===== config.mk =====
export PLATFORM = sky130hd
export DESIGN_NAME = rf_wb_ctrl_flat
export DESIGN_NICKNAME = d
export VERILOG_FILES = /design/src/rtl/rf_wb_ctrl_if.sv /design/src/rtl/rf_wb_ctrl.sv /design/src/flat_wrapper.sv
export SDC_FILE = /design/constraint.sdc
export NUM_CORES = 1
export LEC_CHECK = 0
export ABC_AREA = 1
export CAP_MARGIN = 30
export CORE_UTILIZATION = 45
export DETAILED_ROUTE_END_ITERATION = 8
export GPL_ROUTABILITY_DRIVEN = 0
export PLACE_DENSITY = 0.7
export SETUP_SLACK_MARGIN = 0.2
export SLEW_MARGIN = 40
export SYNTH_ARGS = -nofsm -noshare
export SYNTH_HDL_FRONTEND = slang
export SYNTH_SLANG_ARGS = --single-unit

===== constraint.sdc =====
create_clock -name clk -period 3.85 [get_ports clk]
set_clock_uncertainty 0.15 [all_clocks]
set_input_delay 0.5775 -clock clk [delete_from_list [all_inputs] [get_ports clk]]
set_output_delay 0.5775 -clock clk [all_outputs]
set_load 0.05 [all_outputs]

===== src/rtl/rf_wb_ctrl_if.sv =====
// Signal bundle between decode/ALU/memory unit and the register-file write-back controller.
// Define RF_WB_BYPASS_EN to add the same-cycle forwarding outputs.
interface rf_wb_ctrl_if #(
  parameter int XLEN = 32
);
  logic            alu_valid;
  logic [4:0]      alu_rd;
  logic [XLEN-1:0] alu_data;
  logic            mem_valid;
  logic            mem_ready;
  logic [4:0]      mem_rd;
  logic [XLEN-1:0] mem_data;
  logic            ld_issue;
  logic [4:0]      ld_issue_rd;
  logic [4:0]      rs1;
  logic [4:0]      rs2;
  logic [4:0]      dec_rd;
  logic            hazard;
  logic [4:0]      rd;
  logic            write_e;
  logic [XLEN-1:0] write_d;
  logic [31:0]     pend_mask;
`ifdef RF_WB_BYPASS_EN
  logic            fwd1_valid;
  logic [XLEN-1:0] fwd1_data;
  logic            fwd2_valid;
  logic [XLEN-1:0] fwd2_data;
`endif

  modport slave (
    input  alu_valid, alu_rd, alu_data,
    input  mem_valid, mem_rd, mem_data,
    input  ld_issue, ld_issue_rd, rs1, rs2, dec_rd,
    output mem_ready, hazard, rd, write_e, write_d, pend_mask
`ifdef RF_WB_BYPASS_EN
    , output fwd1_valid, fwd1_data, fwd2_valid, fwd2_data
`endif
  );

  modport master (
    output alu_valid, alu_rd, alu_data,
    output mem_valid, mem_rd, mem_data,
    output ld_issue, ld_issue_rd, rs1, rs2, dec_rd,
    input  mem_ready, hazard, rd, write_e, write_d, pend_mask
`ifdef RF_WB_BYPASS_EN
    , input fwd1_valid, fwd1_data, fwd2_valid, fwd2_data
`endif
  );
endinterface


===== src/rtl/rf_wb_ctrl.sv =====
// RF write-back controller: ALU results win over an in-order load FIFO; pending-load scoreboard drives hazard.
// Write port is registered (1 cycle); mem_ready = !full. Optional macro RF_WB_BYPASS_EN adds forwarding outputs.
module rf_wb_ctrl #(
  parameter int DEPTH = 4,
  parameter int XLEN  = 32
) (
  input logic         clk,
  input logic         rst_n,
  rf_wb_ctrl_if.slave bus
);
  localparam int AW = $clog2(DEPTH);
  localparam logic [AW:0] PTR_ONE = {{AW{1'b0}}, 1'b1};

  logic [4:0]      fifo_rd_q  [DEPTH];
  logic [XLEN-1:0] fifo_dat_q [DEPTH];
  logic [AW:0]     wr_ptr_q, wr_ptr_d, rd_ptr_q, rd_ptr_d;
  logic            empty, full, push, pop;
  logic [4:0]      head_rd;
  logic [XLEN-1:0] head_dat;
  logic [31:0]     pend_q, pend_d, clr_mask, pend_src;
  logic            we_q, we_d;
  logic [4:0]      rd_q, rd_d;
  logic [XLEN-1:0] wd_q, wd_d;

  assign empty    = (wr_ptr_q == rd_ptr_q);
  assign full     = (wr_ptr_q[AW] != rd_ptr_q[AW]) && (wr_ptr_q[AW-1:0] == rd_ptr_q[AW-1:0]);
  // Pop decision sees only pre-edge occupancy, so a fresh push is never popped in the same cycle.
  assign push     = bus.mem_valid && !full;
  assign pop      = !bus.alu_valid && !empty;
  assign head_rd  = fifo_rd_q[rd_ptr_q[AW-1:0]];
  assign head_dat = fifo_dat_q[rd_ptr_q[AW-1:0]];

  always_comb begin
    wr_ptr_d = wr_ptr_q;
    rd_ptr_d = rd_ptr_q;
    if (push) wr_ptr_d = wr_ptr_q + PTR_ONE;
    if (pop)  rd_ptr_d = rd_ptr_q + PTR_ONE;
  end

  always_comb begin
    we_d = 1'b0;
    rd_d = rd_q;
    wd_d = wd_q;
    if (bus.alu_valid) begin
      we_d = (bus.alu_rd != 5'd0);
      rd_d = bus.alu_rd;
      wd_d = bus.alu_data;
    end else if (pop) begin
      we_d = (head_rd != 5'd0);
      rd_d = head_rd;
      wd_d = head_dat;
    end
  end

  // Clear is applied before set so a same-index set/clear leaves the bit set.
  always_comb begin
    clr_mask = '0;
    if (pop && head_rd != 5'd0) clr_mask[head_rd] = 1'b1;
    pend_d = pend_q & ~clr_mask;
    if (bus.ld_issue && bus.ld_issue_rd != 5'd0) pend_d[bus.ld_issue_rd] = 1'b1;
    pend_d[0] = 1'b0;
  end

`ifdef RF_WB_BYPASS_EN
  assign pend_src       = pend_q & ~clr_mask;
  assign bus.fwd1_valid = we_q && (rd_q == bus.rs1) && (bus.rs1 != 5'd0);
  assign bus.fwd1_data  = wd_q;
  assign bus.fwd2_valid = we_q && (rd_q == bus.rs2) && (bus.rs2 != 5'd0);
  assign bus.fwd2_data  = wd_q;
`else
  assign pend_src       = pend_q;
`endif

  assign bus.hazard = ((bus.rs1 != 5'd0) && pend_src[bus.rs1]) ||
                      ((bus.rs2 != 5'd0) && pend_src[bus.rs2]) ||
                      ((bus.dec_rd != 5'd0) && pend_q[bus.dec_rd]);

  always_ff @(posedge clk) begin
    if (push) begin
      fifo_rd_q[wr_ptr_q[AW-1:0]]  <= bus.mem_rd;
      fifo_dat_q[wr_ptr_q[AW-1:0]] <= bus.mem_data;
    end
  end

  always_ff @(posedge clk or negedge rst_n) begin
    if (!rst_n) begin
      wr_ptr_q <= '0;
      rd_ptr_q <= '0;
      pend_q   <= '0;
      we_q     <= 1'b0;
      rd_q     <= '0;
      wd_q     <= '0;
    end else begin
      wr_ptr_q <= wr_ptr_d;
      rd_ptr_q <= rd_ptr_d;
      pend_q   <= pend_d;
      we_q     <= we_d;
      rd_q     <= rd_d;
      wd_q     <= wd_d;
    end
  end

  assign bus.mem_ready = !full;
  assign bus.pend_mask = pend_q;
  assign bus.write_e   = we_q;
  assign bus.rd        = rd_q;
  assign bus.write_d   = wd_q;
endmodule


===== src/flat_wrapper.sv =====
// flat-port wrapper written by rule: the top's interface ports become plain ports
module rf_wb_ctrl_flat 
#(
  parameter int DEPTH = 4,
  parameter int XLEN  = 32
)
  (clk, rst_n, bus_alu_valid, bus_alu_rd, bus_alu_data, bus_mem_valid, bus_mem_rd, bus_mem_data, bus_ld_issue, bus_ld_issue_rd, bus_rs1, bus_rs2, bus_dec_rd, bus_mem_ready, bus_hazard, bus_rd, bus_write_e, bus_write_d, bus_pend_mask);
  rf_wb_ctrl_if #(.XLEN(XLEN)) bus_i ();
  input logic clk;
  input logic rst_n;
  input wire logic [$bits(bus_i.alu_valid)-1:0] bus_alu_valid;
  input wire logic [$bits(bus_i.alu_rd)-1:0] bus_alu_rd;
  input wire logic [$bits(bus_i.alu_data)-1:0] bus_alu_data;
  input wire logic [$bits(bus_i.mem_valid)-1:0] bus_mem_valid;
  input wire logic [$bits(bus_i.mem_rd)-1:0] bus_mem_rd;
  input wire logic [$bits(bus_i.mem_data)-1:0] bus_mem_data;
  input wire logic [$bits(bus_i.ld_issue)-1:0] bus_ld_issue;
  input wire logic [$bits(bus_i.ld_issue_rd)-1:0] bus_ld_issue_rd;
  input wire logic [$bits(bus_i.rs1)-1:0] bus_rs1;
  input wire logic [$bits(bus_i.rs2)-1:0] bus_rs2;
  input wire logic [$bits(bus_i.dec_rd)-1:0] bus_dec_rd;
  output wire logic [$bits(bus_i.mem_ready)-1:0] bus_mem_ready;
  output wire logic [$bits(bus_i.hazard)-1:0] bus_hazard;
  output wire logic [$bits(bus_i.rd)-1:0] bus_rd;
  output wire logic [$bits(bus_i.write_e)-1:0] bus_write_e;
  output wire logic [$bits(bus_i.write_d)-1:0] bus_write_d;
  output wire logic [$bits(bus_i.pend_mask)-1:0] bus_pend_mask;
  assign bus_i.alu_valid = bus_alu_valid;
  assign bus_i.alu_rd = bus_alu_rd;
  assign bus_i.alu_data = bus_alu_data;
  assign bus_i.mem_valid = bus_mem_valid;
  assign bus_i.mem_rd = bus_mem_rd;
  assign bus_i.mem_data = bus_mem_data;
  assign bus_i.ld_issue = bus_ld_issue;
  assign bus_i.ld_issue_rd = bus_ld_issue_rd;
  assign bus_i.rs1 = bus_rs1;
  assign bus_i.rs2 = bus_rs2;
  assign bus_i.dec_rd = bus_dec_rd;
  assign bus_mem_ready = bus_i.mem_ready;
  assign bus_hazard = bus_i.hazard;
  assign bus_rd = bus_i.rd;
  assign bus_write_e = bus_i.write_e;
  assign bus_write_d = bus_i.write_d;
  assign bus_pend_mask = bus_i.pend_mask;
  rf_wb_ctrl #(.DEPTH(DEPTH), .XLEN(XLEN)) u_core (.clk(clk), .rst_n(rst_n), .bus(bus_i));
endmodule

# Word-level counts from Yosys, hierarchy flattened
# Memory sizes are Yosys's and may differ from the RTL's.
# Cells that the tools add are included.
dict set report word_totals {
  ff_bits 75
  ram_bits 148
  in_bits 99
  output_inout_bits 72
  mem_count 2
}
dict set report op_classes {
  add_sub_neg 2
  order_cmp 7
  eq_ne 3
  n_mux 20
  bitwise 3
  reduce_logical 22
}
# name depth width rd rd_clocked_by_memory_dff write_ports line
set memory_table {}
lappend memory_table {u_core.fifo_dat_q 4 32 1 0 1 rf_wb_ctrl.sv:15} ;# logic [XLEN-1:0] fifo_dat_q [DEPTH];
lappend memory_table {u_core.fifo_rd_q 4 5 1 0 1 rf_wb_ctrl.sv:14} ;# logic [4:0] fifo_rd_q [DEPTH];
# operator n
set ops {}
lappend ops {{32-bit 2-to-1 mux} 4}
lappend ops {{32-bit bitwise AND} 1}
lappend ops {{32-bit NOT} 1}
lappend ops {{32-bit OR} 1}
lappend ops {{5-bit by 6-bit less-than comparator with 1-bit output, second input constant} 5}
lappend ops {{5-bit nonzero test} 6}
lappend ops {{1-bit binary-select mux with 5-bit select} 3}
lappend ops {{1-bit demux with 5-bit select} 2}
lappend ops {{5-bit by 1-bit >= comparator with 1-bit output, second input constant} 2}
lappend ops {{1-bit logical AND} 10}
lappend ops {{5-bit 2-to-1 mux} 2}
lappend ops {{1-bit 2-to-1 mux} 9}
lappend ops {{3-bit by 1-bit adder with 3-bit output, second input constant} 2}
lappend ops {{3-bit == test} 1}
lappend ops {{1-bit zero test} 3}
lappend ops {{2-bit == test} 1}
lappend ops {{1-bit logical OR} 2}
lappend ops {{2-bit nonzero test} 1}
lappend ops {{1-bit inequality test} 1}

# Logic depth before layout (Yosys ltp)
# Gate-level depths: netlist (run 1).
# An unclocked memory read counts as a cell.
dict set report depth {
  depth_word 10
  depth_mapped 14
  depth_no_buf 13
}

# Worst setup path before layout (run 1)
# Ideal clock, no wire load.
dict set report synth_timing {
  path_type {register to register}
  start {register u_core.wr_ptr_q[2]}
  end {memory u_core.fifo_dat_q[3][0] (enable)}
  t_arrival_ns 3.023
  required_ns 3.266
  setup_slack_ns 0.243
  stages_incl_launch_ff 6
  period_less_slack_ns 3.607
  cell_sequence {dfrtp_1 xnor2_1 inv_1 nand2_1 nand2_1 nor2_1}
}
dict set report synth_between {
  elab_chain_len 6
}
# item line
set synth_rtl {}
lappend synth_rtl {{start, declared} rf_wb_ctrl.sv:16} ;# logic [AW:0] wr_ptr_q, wr_ptr_d, rd_ptr_q, rd_ptr_d;
lappend synth_rtl {{start signal, assigned} rf_wb_ctrl.sv:94} ;# wr_ptr_q <= wr_ptr_d;
lappend synth_rtl {{1-bit inequality test} rf_wb_ctrl.sv:26} ;# assign full = (wr_ptr_q[AW] != rd_ptr_q[AW]) && (wr_ptr_q[AW-1:0] == rd_ptr_q[AW-1:0]);
lappend synth_rtl {{1-bit logical AND} rf_wb_ctrl.sv:26}
lappend synth_rtl {{1-bit zero test} -}
lappend synth_rtl {{via bus_mem_ready} flat_wrapper.sv:22} ;# output wire logic [$bits(bus_i.mem_ready)-1:0] bus_mem_ready;
lappend synth_rtl {{1-bit logical AND} rf_wb_ctrl.sv:28} ;# assign push = bus.mem_valid && !full;
lappend synth_rtl {{1-bit 2-to-1 mux} rf_wb_ctrl.sv:79} ;# if (push) begin
lappend synth_rtl {{1-bit 2-to-1 mux (implied by the code)} rf_wb_ctrl.sv:81} ;# fifo_dat_q[wr_ptr_q[AW-1:0]] <= bus.mem_data;
lappend synth_rtl {{end, declared} rf_wb_ctrl.sv:15}
# The timed path passes the listed nets, and every way through them passes these cells.

# Worst setup path after layout (run 1)
dict set report layout_timing {
  start {input port bus_rs2[1]}
  end {output port bus_hazard}
}
dict set report layout_between {
  elab_chain_len 5
}
# item line
set layout_rtl {}
lappend layout_rtl {{start, declared} flat_wrapper.sv:20} ;# input wire logic [$bits(bus_i.rs2)-1:0] bus_rs2;
lappend layout_rtl {{1-bit binary-select mux with 5-bit select} rf_wb_ctrl.sv:75} ;# ((bus.rs2 != 5'd0) && pend_src[bus.rs2]) ||
lappend layout_rtl {{1-bit 2-to-1 mux (implied by the code)} rf_wb_ctrl.sv:75}
lappend layout_rtl {{1-bit logical AND *} rf_wb_ctrl.sv:75}
lappend layout_rtl {{1-bit logical OR *} rf_wb_ctrl.sv:74} ;# assign bus.hazard = ((bus.rs1 != 5'd0) && pend_src[bus.rs1]) ||
lappend layout_rtl {{1-bit logical OR *} rf_wb_ctrl.sv:75}
lappend layout_rtl {{end, declared} flat_wrapper.sv:23} ;# output wire logic [$bits(bus_i.hazard)-1:0] bus_hazard;
# Every way passes the cells marked *; elsewhere a longest branch is shown, timed or not. The select of a mux whose other input is x is not followed.

==> results.json, run 1 <==
{
  "path_depth": 9,
  "grt_use_total": 0.225,
  "min_path_type": "reg -> reg",
  "final_cells": 1456,
  "crit_type": "in -> out",
  "clk_latency_ns": 0.52,
  "max_clock_freq_mhz": 315,
  "final_hold_viol_count": 0,
  "grt_overflow_total": 0,
  "status": "finished, final reports clean",
  "rows": 54,
  "syn2layout_area_growth_pct": 28.2,
  "syn_avg_cell_area_um2": 10.0,
  "hpwlAfterDp_um": 16500,
  "dieWidth_um": 151,
  "antenna_found_initial": 1,
  "cp-end-kind": "output port",
  "die_h_um": 151,
  "totalWireLength_um": 25700,
  "postLayoutCellArea_um2": 12800,
  "cts-root-buf": "clkbuf_16",
  "crit_family": "simple AND/OR/NAND/NOR gates",
  "num_vias": 7859,
  "syn_inst": 997,
  "clk_pin_slew_worst_paths_ns": 0.06,
  "synth.ff_latch_count": 223,
  "ys_top_cells_by_count": "202 x nand2_1, 148 x edfxtp_1, 117 x nor2_1",
  "htreeDepth": 1,
  "ys_warn_count": 0,
  "combPwrFrac": 0.446,
  "ys.flop_type": "edfxtp_1",
  "p_int_mw": 6.41,
  "critical_path.max_fanout": 12,
  "cp-start-kind": "input port",
  "grt_pass1_vias": 7511,
  "netSwitchingFraction": 0.431,
  "crit_path_frequent_cell": "nand2_1",
  "synth-edff-count": 148,
  "drt_first_iter_violations": 585,
  "numPortBuffers": 169,
  "drv_slew": 0,
  "dieArea_um2": 22800,
  "hold_depth": 1,
  "p_total_mw": 11.3,
  "yosysMostFrequentCell": "nand2_1",
  "drive_gt1_frac": 0.0783,
  "vias_per_cell": 5.40,
  "max_stage_delay_ns": 0.63,
  "crit_chain": "clkdlybuf4s50_1 > nor2_1 > nand2_1 > nand3_1 > nand2_1 > a21oi_1 > nor2_1 > nand2_1 > buf_12",
  "switchingPower_mw": 4.86,
  "drc_errors": 0,
  "wl_per_cell_um": 17.6,
  "synthArstFlopShare": 0.336,
  "initial_utilization": 0.459,
  "coreArea_um2": 21800,
  "io_pins": 171,
  "dp_cells": 1412,
  "r2r_cells": 8,
  "nets": 1262,
  "nFillCells": 1789,
  "cts_tree": "yes",
  "synth_top_area_frac": 0.444,
  "critPathSlowestCell": "clkdlybuf4s50_1",
  "cts_made_buffers": 23,
  "period_needed_ns": 3.18,
  "leakage_nw": 4.99,
  "post-route-util": 0.588,
  "postCtsSetupBuffers": 0,
  "synth_area_um2": 10000,
  "finalSetupViolCount": 0,
  "grt_pass1_wl_um": 39700,
  "postPlaceCellArea_um2": 12000,
  "ir_drop_v": 0.000537,
  "setup-tns-final_ns": 0,
  "rsz0062_at_grt": "false",
  "pwr-share-clk": 0.215,
  "cts_max_path_buffers": 3,
  "arrival_ns": 2.45,
  "timing.slew.headroom": 0.505,
  "tightest_slew_ns": 0.743,
  "grt_start_max_net_pins": 76,
  "drv_cap": 0,
  "yosysSeqAreaShare": 0.632,
  "cts_sinks": 223,
  "antenna_left": 0,
  "synth_nets": 1101,
  "cp.buffers_inverters": 2,
  "ys_types": 33,
  "dr.pass1.iters": 5,
  "ys_top_cells_by_area": "edfxtp_1 44%, dfrtp_1 19%, nand2_1 7.6%",
  "yosysTopAreaCell": "edfxtp_1",
  "seqPwrFrac": 0.339,
  "period_share": 0.825,
  "worst_ep_required_time_ns": 3.12,
  "power.density_nw_per_um2": 878
}
## registers in the layout (all words and copies together), names as in the netlist
| signal | count |
|---|---|
| u_core.bus.pend_mask | 31 |
| u_core.fifo_rd_q | 20 |
| u_core.bus.rd | 5 |
| u_core.bus.write_e | 1 |
| u_core.bus.write_d | 32 |
| u_core.fifo_dat_q | 128 |
| u_core.wr_ptr_q | 3 |
| u_core.rd_ptr_q | 3 |
## placed cells by master, fill, tap and decap left out, types with 2 or more instances in the layout
master	count
bufinv_16	4
inv_2	7
nand2_1	202
nand3_1	65
buf_4	11
o211ai_1	8
nand3b_1	2
xnor2_1	2
clkinv_1	3
o22ai_1	32
xor2_1	5
inv_1	51
clkbuf_16	24
nand2_2	6
nand3_2	8
buf_12	4
nor2_4	5
o21ai_1	41
edfxtp_1	148
clkinv_2	4
dfrtp_1	74
a21oi_1	76
nand2_4	5
ha_1	5
nand4_4	2
clkdlybuf4s50_1	166
clkbuf_8	5
nor2_1	113
o21ai_0	85
## layout make-up
type	instances	area (um^2)	share of cell area
Tap cell	280	350	0.0273
Clock inverter	12	171	0.0134
Timing Repair Buffer	183	1850	0.144
Antenna cell	1	2.50	0.000195
Inverter	59	224	0.0175
Clock buffer	30	673	0.0525
Sequential cell	223	6320	0.493
Multi-Input combinational cell	668	3240	0.253
## timing repair
| action | in CTS | in global routing |
|---|---|---|
| endpoints found under the hold margin | 75 | 0 |
| hold buffers | 1 | 0 |
| gates resized for setup | 0 | 0 |
| endpoints found under the setup margin | 0 | 0 |
## path summary, 6_finish.rpt
kind / slack, ns / startpoint / endpoint
max: 0.67 / bus_rs2[1] / bus_hazard
min: 0.34 / u_core.rd_ptr_q[2] / u_core.rd_ptr_q[2]
max reg2reg: 1.15 / u_core.rd_ptr_q[1] / u_core.bus.write_d[22]
min reg2reg: 0.34 / u_core.rd_ptr_q[2] / u_core.rd_ptr_q[2]
max in group asynchronous: 2.49 / rst_n / u_core.rd_ptr_q[0]
min in group asynchronous: 0.51 / rst_n / u_core.bus.pend_mask[26]
## metrics by stage
| stage | hold slack, ns | setup WS (ns) |
|---|---|---|
| 2_1_floorplan | 0.132 | 0.243 |
| 3_3_place_gp | 0.327 | 0.744 |
| 3_5_place_dp | 0.332 | 0.776 |
| 4_1_cts | 0.341 | 0.747 |
| 5_1_grt | 0.370 | 0.588 |
| 6_report | 0.341 | 0.673 |
## routing by layer
| metal | GRT usage | up-vias | part of all wire |
|---|---|---|---|
| met5 | 0 | - | 0 |
| met4 | 0.0660 | 0 | 0.020 |
| met3 | 0.0377 | 43 | 0.072 |
| met2 | 0.376 | 278 | 0.49 |
| met1 | 0.301 | 3763 | 0.42 |
| li1 | - | 3775 | - |
## power by group through the flow
stage	logic (mW)	clock network, mW	registers, mW
final	5.03	2.42	3.82
after global placement	4.97	0	3.84
after CTS	5.06	2.45	3.81
after global routing	5.44	2.55	3.88
after detailed placement	5.03	0	3.85
after floorplan	2.20	0	4.99
## cells by family (layout without fill, tap and decap cells)
logic type / after synthesis / after routing / share of synthesized area
and+or+nand+nor: 410 / 410 / 0.179
AOI/OAI and AO/OA: 245 / 245 / 0.129
DFF: 223 / 223 / 0.632
buffers and inverters: 106 / 284 / 0.0471
xor gates and xnor gates: 7 / 7 / 0.00613
adders and majority gates: 5 / 5 / 0.00625
other: 1 / 2 / 0.000375
Note: power is estimated with default switching activity, not from simulation.
==> run 2, diff against run 1 <==
--- a/config.mk
+++ b/config.mk
@@ -10,7 +10,7 @@
 export CORE_UTILIZATION = 45
 export DETAILED_ROUTE_END_ITERATION = 8
 export GPL_ROUTABILITY_DRIVEN = 0
-export PLACE_DENSITY = 0.7
+export PLACE_DENSITY = 0.72
 export SETUP_SLACK_MARGIN = 0.2
 export SLEW_MARGIN = 40
 export SYNTH_ARGS = -nofsm -noshare
==> constraint.sdc (replaced) <==
create_clock -name clk -period 2.72 [get_ports clk]
set_clock_uncertainty 0.15 [all_clocks]
set_input_delay 0.408 -clock clk [delete_from_list [all_inputs] [get_ports clk]]
set_output_delay 0.408 -clock clk [all_outputs]
set_load 0.05 [all_outputs]
==> run 2 against run 1 <==
Core utilization rose by 0.87 points. Cell count rose by 2.1%. Register-to-register slack got worse by 0.65 ns. Via count rose by 2.0%. Largest power group unchanged. First-iteration DRC count fell by 2.9%. Total power rose by 40%. Die area did not move.
==> results.json, run 2 (same netlist as run 1, synthesis figures left out) <==
{
  "drt_first_iter_violations": 568,
  "final_hold_viol_count": 0,
  "cts_sinks": 223,
  "drc_errors": 0,
  "finalSetupViolCount": 0,
  "timing.slew.headroom": 0.539,
  "syn2layout_area_growth_pct": 30.1,
  "dieWidth_um": 151,
  "min_path_type": "in -> async",
  "r2r_cells": 7,
  "tightest_slew_ns": 0.690,
  "num_vias": 8015,
  "worst_ep_required_time_ns": 2.16,
  "grt_start_max_net_pins": 47,
  "status": "finished, final reports clean",
  "htreeDepth": 1,
  "drv_cap": 0,
  "clk_latency_ns": 0.50,
  "wl_per_cell_um": 17.2,
  "cts_tree": "yes",
  "cts-root-buf": "clkbuf_16",
  "dieArea_um2": 22800,
  "vias_per_cell": 5.39,
  "r2r_setup_slack_ns": 0.50,
  "period_needed_ns": 2.47,
  "antenna_left": 0,
  "grt_pass1_vias": 7545,
  "numPortBuffers": 169,
  "arrival_ns": 1.91,
  "final_cell_mix": "200 x nand2_1, 160 x clkdlybuf4s50_1, 148 x edfxtp_1, 111 x nor2_1, 85 x o21ai_0",
  "antenna_found_initial": 0,
  "hpwlAfterDp_um": 17100,
  "grt_overflow_total": 0,
  "r2r_end": "u_core.bus.write_d[30]",
  "drive_gt1_frac": 0.115,
  "cts_made_buffers": 22,
  "final_common_cell": "nand2_1",
  "rsz0062_at_grt": "true",
  "cts_max_path_buffers": 3,
  "coreArea_um2": 21800,
  "clk_pin_slew_worst_paths_ns": 0.06,
  "dp_slack_ns": 0.0907,
  "cp-end-kind": "output port",
  "r2r_start": "u_core.rd_ptr_q[0]",
  "largest_register_ffs": 128,
  "io_pins": 171,
  "layout_setup_ws_ns": 0.251,
  "period_share": 0.908,
  "ir_drop_v": 0.000699,
  "rows": 54,
  "setup-tns-final_ns": 0,
  "grt_use_total": 0.226,
  "max_clock_freq_mhz": 405,
  "totalWireLength_um": 25600,
  "die_h_um": 151,
  "leakage_nw": 5.11,
  "drv_slew": 0,
  "crit_type": "reg -> out",
  "dr.pass1.iters": 5,
  "diodes": 0,
  "cp-start-kind": "flip-flop",
  "power.density_nw_per_um2": 1210,
  "critical_path.max_fanout": 3,
  "nets": 1295,
  "grt_pass1_wl_um": 39800,
  "initial_utilization": 0.459
}
-- run 2: cell count changes in the layout (fill, tap and decap cells not counted), sizes merged, moves of 2 or more --
cell | before | now
dlymetal6s2s | 0 | 2
inv | 60 | 58
clkdlybuf4s50 | 166 | 160
bufinv | 4 | 2
buf | 16 | 51
dlygate4sd2 | 0 | 3
-- run 2: layer usage --
| metal | global-route usage | share of wire |
|---|---|---|
| met5 | 0 | 0 |
| met4 | 0.0535 | 0.016 |
| met3 | 0.0422 | 0.071 |
| met2 | 0.392 | 0.50 |
| met1 | 0.291 | 0.41 |
-- run 2: layout make-up --
class / instances / area, um^2
repair buffers: 217 / 2120
clock buffers: 30 / 622
fillers: 1779 / 8800
inverters: 59 / 228
well taps: 280 / 350
multi-input cells: 668 / 3260
flip-flops and latches: 223 / 6330
clock inverters: 10 / 110
-- run 2: per-stage QoR --
step	instance area [um^2]	util	hold slack, ns	power [mW]	cells
5_1_grt	13000	0.597	0.362	16.7	1487
6_report	13000	0.597	0.319	15.8	1487
4_1_cts	12900	0.590	0.337	15.7	1471
3_5_place_dp	12100	0.554	0.307	12.6	1427
2_1_floorplan	10000	-	-0.0376	10.2	997
3_3_place_gp	12100	0.554	0.305	12.5	1427
-- run 2: critical path, stage by stage (launching register included) --
cell and delay [ns]:
dfrtp_1 0.43, inv_1 0.14, nand2_1 0.07, nand3_1 0.07, nand2_1 0.05, nand2_1 0.05
nand2_1 0.05, inv_1 0.05, nand2_1 0.05, nand2_1 0.05, nand2_1 0.05, nor2_1 0.09
nand2_1 0.11, buf_12 0.16
-- run 2: worst max path at each step --
stage / start / end / cells after the start
after CTS: bus_rs1[1] / bus_hazard / 13
after global placement: bus_dec_rd[0] / bus_hazard / 14
after detailed placement: bus_dec_rd[0] / bus_hazard / 15
after global routing: u_core.bus.pend_mask[17] / bus_hazard / 13
after floorplan: u_core.wr_ptr_q[2] / u_core.fifo_dat_q[3][0] / 5
final: u_core.bus.pend_mask[2] / bus_hazard / 13
-- run 2: timing repair --
action | CTS | global route
pin swaps | 1 | 3
hold buffers | 1 | 0
buffers inserted | 3 | 16
resized for setup | 7 | 17
endpoints found under the setup margin | 1 | 1
gates cloned | 0 | 0
hold endpoints to repair | 43 | 0
-- run 2: power breakdown --
group,leakage (nW),internal [mW],switching [mW],total [mW]
sequential,2.25,4.76,0.622,5.38
combinational,2.50,2.38,5.02,7.40
clock,0.357,1.80,1.21,3.01
==> run 3, diff against run 2 <==
--- a/config.mk
+++ b/config.mk
@@ -6,7 +6,7 @@
 export NUM_CORES = 1
 export LEC_CHECK = 0
 export ABC_AREA = 1
-export CAP_MARGIN = 30
+export CAP_MARGIN = 20
 export CORE_UTILIZATION = 45
 export DETAILED_ROUTE_END_ITERATION = 8
 export GPL_ROUTABILITY_DRIVEN = 0
==> results of run 3 <==
Final layout, timing and power as in run 2 (identical DEF).
